### config.mk
export PLATFORM = sky130hd
export DESIGN_NAME = cell_assembler
export DESIGN_NICKNAME = d
export VERILOG_FILES = /design/src/rtl/cell_assembler.sv
export SDC_FILE = /design/constraint.sdc
export NUM_CORES = 1
export LEC_CHECK = 0
export ABC_AREA = 1
export CORE_MARGIN = 5
export CORE_UTILIZATION = 45
export CTS_BUF_LIST = sky130_fd_sc_hd__clkbuf_8 sky130_fd_sc_hd__clkbuf_16
export CTS_CLUSTER_DIAMETER = 40
export DETAILED_ROUTE_END_ITERATION = 10
export GPL_TIMING_DRIVEN = 0
export MAX_ROUTING_LAYER = met4
export PLACE_DENSITY = 0.79
export SLEW_MARGIN = 20
export SYNTH_ARGS = -nofsm -noshare
export SYNTH_HDL_FRONTEND = slang
export SYNTH_SLANG_ARGS = --single-unit
### constraint.sdc
create_clock -name SYSCLK -period 3.9 [get_ports SYSCLK]
set_input_delay 0.39 -clock SYSCLK [delete_from_list [all_inputs] [get_ports SYSCLK]]
set_output_delay 0.39 -clock SYSCLK [all_outputs]
set_load 0.1 [all_outputs]
### src/rtl/cell_assembler.sv
`default_nettype none
// ============================================================================
// Module   : cell_assembler
// Purpose  : Packs a raster-ordered 3x3 pixel window into one of two ping-pong
//            cell buffers and hands each complete cell off with a valid/ack pair.
// Revision : 1.0 - initial release
// ============================================================================
module cell_assembler #(
    parameter int PIXEL_WIDTH = 24
) (
    input  logic                     SYSCLK,
    input  logic                     RST,
    input  logic                     CLK_En,
    input  logic                     Flush,
    input  logic [PIXEL_WIDTH-1:0]   PixelIn,
    input  logic                     PixelValid,
    output logic                     PixelReady,
    output logic [9*PIXEL_WIDTH-1:0] CellA,
    output logic [9*PIXEL_WIDTH-1:0] CellB,
    output logic                     CellAValid,
    output logic                     CellBValid,
    input  logic                     CellAAck,
    input  logic                     CellBAck,
    output logic [3:0]               FillCount
);

    localparam logic [1:0] FILL_A = 2'b00;
    localparam logic [1:0] FILL_B = 2'b01;
    localparam logic [1:0] WAIT_A = 2'b10;
    localparam logic [1:0] WAIT_B = 2'b11;

    logic [1:0] state;
    logic [1:0] next_state;
    logic       accept;
    logic       last_pixel;
    logic       a_free;
    logic       b_free;

    assign accept     = PixelValid & PixelReady;
    assign last_pixel = accept && (FillCount == 4'd8);
    // A buffer being acknowledged this cycle already counts as free.
    assign a_free     = !CellAValid || CellAAck;
    assign b_free     = !CellBValid || CellBAck;

    always_ff @(posedge SYSCLK) begin
        if (RST) begin
            state <= FILL_A;
        end else begin
            state <= next_state;
        end
    end

    always_comb begin
        next_state = state;
        case (state)
            FILL_A: if (last_pixel) next_state = b_free ? FILL_B : WAIT_B;
            FILL_B: if (last_pixel) next_state = a_free ? FILL_A : WAIT_A;
            WAIT_A: if (a_free)     next_state = FILL_A;
            WAIT_B: if (b_free)     next_state = FILL_B;
            default:                next_state = FILL_A;
        endcase
    end

    always_comb begin
        PixelReady = ((state == FILL_A) || (state == FILL_B)) && CLK_En && !Flush;
    end

    always_ff @(posedge SYSCLK) begin
        if (RST) begin
            CellA      <= '0;
            CellB      <= '0;
            CellAValid <= 1'b0;
            CellBValid <= 1'b0;
            FillCount  <= 4'd0;
        end else begin
            if (CellAAck && CellAValid) CellAValid <= 1'b0;
            if (CellBAck && CellBValid) CellBValid <= 1'b0;

            if (Flush) begin
                // Only the buffer under construction is wiped; completed cells stay intact.
                FillCount <= 4'd0;
                if (state == FILL_A) begin
                    CellA <= '0;
                end else if (state == FILL_B) begin
                    CellB <= '0;
                end
            end else if (accept) begin
                for (int k = 0; k < 9; k++) begin
                    if (FillCount == 4'(k)) begin
                        if (state == FILL_A) begin
                            CellA[k*PIXEL_WIDTH +: PIXEL_WIDTH] <= PixelIn;
                        end else begin
                            CellB[k*PIXEL_WIDTH +: PIXEL_WIDTH] <= PixelIn;
                        end
                    end
                end
                if (last_pixel) begin
                    FillCount <= 4'd0;
                    if (state == FILL_A) begin
                        CellAValid <= 1'b1;
                    end else begin
                        CellBValid <= 1'b1;
                    end
                end else begin
                    FillCount <= FillCount + 4'd1;
                end
            end
        end
    end

endmodule
`default_nettype wire
==> out/summary.txt <==
Met1 Resource Use GR: 39.5%
First-pass GRT wire length: 113 mm
Mapped Cells: 2,980
Met2 usage: 50.1%
Grt peak-use layer: met2
Setup ws final: 0.584 ns
Combinational share of power: 47.5%
Top FF cell, synth: dfxtp_1
DPL Wire Length: 55.1 mm
Avg WL per Cell: 18.8 um
Pre-CTS setup slack: 0.717 ns
Grt ovf: 0
Status: finished, final reports clean
Worst-skew pair later-pin latency: 0.57 ns
Max-slew violations: 0
Hold EP: CellA[212]
RSZ-0062 raised after global routing: false
Via density: 4.80
Routed Wire Length: 77.1 mm
Clock Power Share: 26.6%
Met3 usage in global routing: 8.81%
Sequential fraction of design power: 25.8%
Cell accounting for the most synthesized area: dfxtp_1
Ys async rst share: 0%
Fillers: 3,807
Synth cell count leaders: nand2_1, nor2_1, inv_1, dfxtp_1, nand4_1
CTS tree: done
Die X-Extent: 217 um
I/O pin total: 470
DRC violations left: 0
Initial DRC Count: 2,132
Net count after synthesis: 3,020
Clk pin slew, worst setup/hold paths: 0.06 ns
Synth Register Bits: 440
Cell Pwr Density: 823 nW/um^2
Root buf cell: clkbuf_16
Final core utilization: 63.7%
Critical path class: reg -> out
Final cell count without fillers: 4,106
Worst slew pin tran: 1.26 ns
Top cell type's share of synthesized area: 45.7%
Final setup fails: 0
Synthesized cell area: 19,300 um^2
Port Buf Inserts: 468
GRT Util Overall: 32.3%
Setup Buffers After CTS: 0
Hold WC Path Type: in -> reg
Hold Startpoint: RST
Netlist cell types: 25
Num CTS Buffers: 67
Avg Inst Size Synth: 6.47 um^2
Hold_buf cts: 0
Period utilization: 85.0%
H-tree depth: 3
RR Startpoint: state[1]
Fin crit period: 3.32 ns
CTS sink count: 440
Critical R2R Capture: CellA[99]
Total power draw: 0.0221 W
Share of post-route cells with drive strength above 1: 6.82%
Die area: 47,100 um^2
Largest cells by area after synthesis: dfxtp_1, nand2_1, nor2_1
Crit path max fanout: 10
Die height: 217 um
Placed insts: 3,987
Area delta synth->final: 39.3%
Reg2Reg Setup Slack: 1.47 ns
Drt pass-1 iters: 6
Sw Share: 49.3%
Net count of the finished layout: 3,557
Crit path DAT: 2.93 ns
CP Launch Type: flop
Crit end category: output port
Row count: 75
Register area share after synthesis: 45.7%
Clk_skew: 0.0201 ns
DRT antenna net count: 0
Setup TNS: 0 ns
Vias: 19,712
Starting Density: 45.8%
Vias in the first global route: 18,319
Post-CTS resize count: 0
Max-capacitance violation count: 0
Hold depth: 2
Top-count cell post-synth: nand2_1
FMAX: 302 MHz
Max-slew headroom: 15.8%
Net Switching: 0.0109 W
R2R depth: 8
Synth warnings: 0
Number of synthesized flops with an enable pin: 0
Largest net degree at the start of global routing: 14
Static leakage: 13.6 nW
Initial antenna violation count: 3
Max VDD drop: 448 uV
Final Hold Vio Count: 0
Internal power: 0.0112 W
Placeable core region: 42,100 um^2
GP Congestion: 0.982
Critical path data required time: 3.51 ns
Max clock buf depth: 3
how the worst max path moves through the flow:
stage	start	to	slack, ns	cells past startpoint
after detailed placement	Flush	CellB[139]	0.72	8
after CTS	state[1]	PixelReady	0.59	6
after global placement	Flush	CellB[139]	0.71	8
final	state[1]	PixelReady	0.58	6
after floorplan	state[1]	state[1]	1.00	10
after global routing	state[0]	PixelReady	0.50	6
cell usage in the layout, fill, tap and decap left out, types with 4 or more instances in the layout:
| master | synthesis | final |
|---|---|---|
| nand2_1 | 890 | 890 |
| nor2_1 | 737 | 737 |
| inv_1 | 532 | 539 |
| clkdlybuf4s50_1 | 0 | 468 |
| dfxtp_1 | 440 | 440 |
| nand4_1 | 88 | 88 |
| buf_2 | 82 | 83 |
| clkbuf_16 | 0 | 71 |
| clkbuf_1 | 67 | 65 |
| nand3_1 | 45 | 45 |
| a21oi_1 | 28 | 28 |
| buf_6 | 25 | 25 |
| nand3_4 | 15 | 15 |
| clkinv_2 | 0 | 10 |
| ha_1 | 9 | 9 |
| inv_6 | 0 | 7 |
| clkbuf_8 | 0 | 6 |
| clkinvlp_4 | 0 | 5 |
| clkinv_4 | 0 | 4 |
| inv_8 | 0 | 4 |
cell type report:
class                   count  area, um^2  share of cell area (%)
diodes                      2        5.00                  0.0186
clock buffers              77        1860                    6.92
clock inverters            40         345                    1.29
well taps                 539         674                    2.51
multi-input cells        1823        7480                    27.8
repair buffers            468        4680                    17.4
inverters                 537        2020                    7.50
flip-flops and latches    440        8810                    32.8
plain buffers             180         990                    3.68
power by group through the flow:
stage,logic [W],registers [W],clock network (W)
global placement,0.0104,0.00576,0
floorplan,0.00271,0.0110,0
global route,0.0111,0.00579,0.00616
CTS,0.0105,0.00570,0.00593
finish,0.0105,0.00571,0.00589
detailed placement,0.0104,0.00578,0
layer usage:
layer	wire length [um]	share of wire (%)
met1	30900	40
met2	34300	44
met3	7900	10
met4	3940	5.1
met5	0	0
through the flow:
stage | area [um^2] | hold slack (ns)
after floorplan | 19300 | 0.503
after global placement | 24600 | 0.449
after detailed placement | 24600 | 0.455
after CTS | 26900 | 0.318
after global routing | 26900 | 0.360
final | 26900 | 0.371
worst max-delay path, cell delays in order, from the launching register on:
cell             delay, ns
dfxtp_1               0.34
inv_1                 0.14
ha_1                  0.19
buf_6                 0.19
nor2_1                0.07
nor2_1                0.19
clkdlybuf4s50_1       1.24
registers in the layout, indices dropped and copies added (netlist names):
register / count
CellBValid: 1
FillCount: 4
CellAValid: 1
CellB: 216
CellA: 216
state: 2
cells by family after synthesis:
kind of cell | Yosys count | synth area share (%)
compound gates | 31 | 0.817
simple gates | 1781 | 37.3
flops | 440 | 45.7
xor+xnor | 2 | 0.0908
buf+inv | 717 | 15.6
fa+ha+maj | 9 | 0.584
Power figures use the tool's default switching activity.
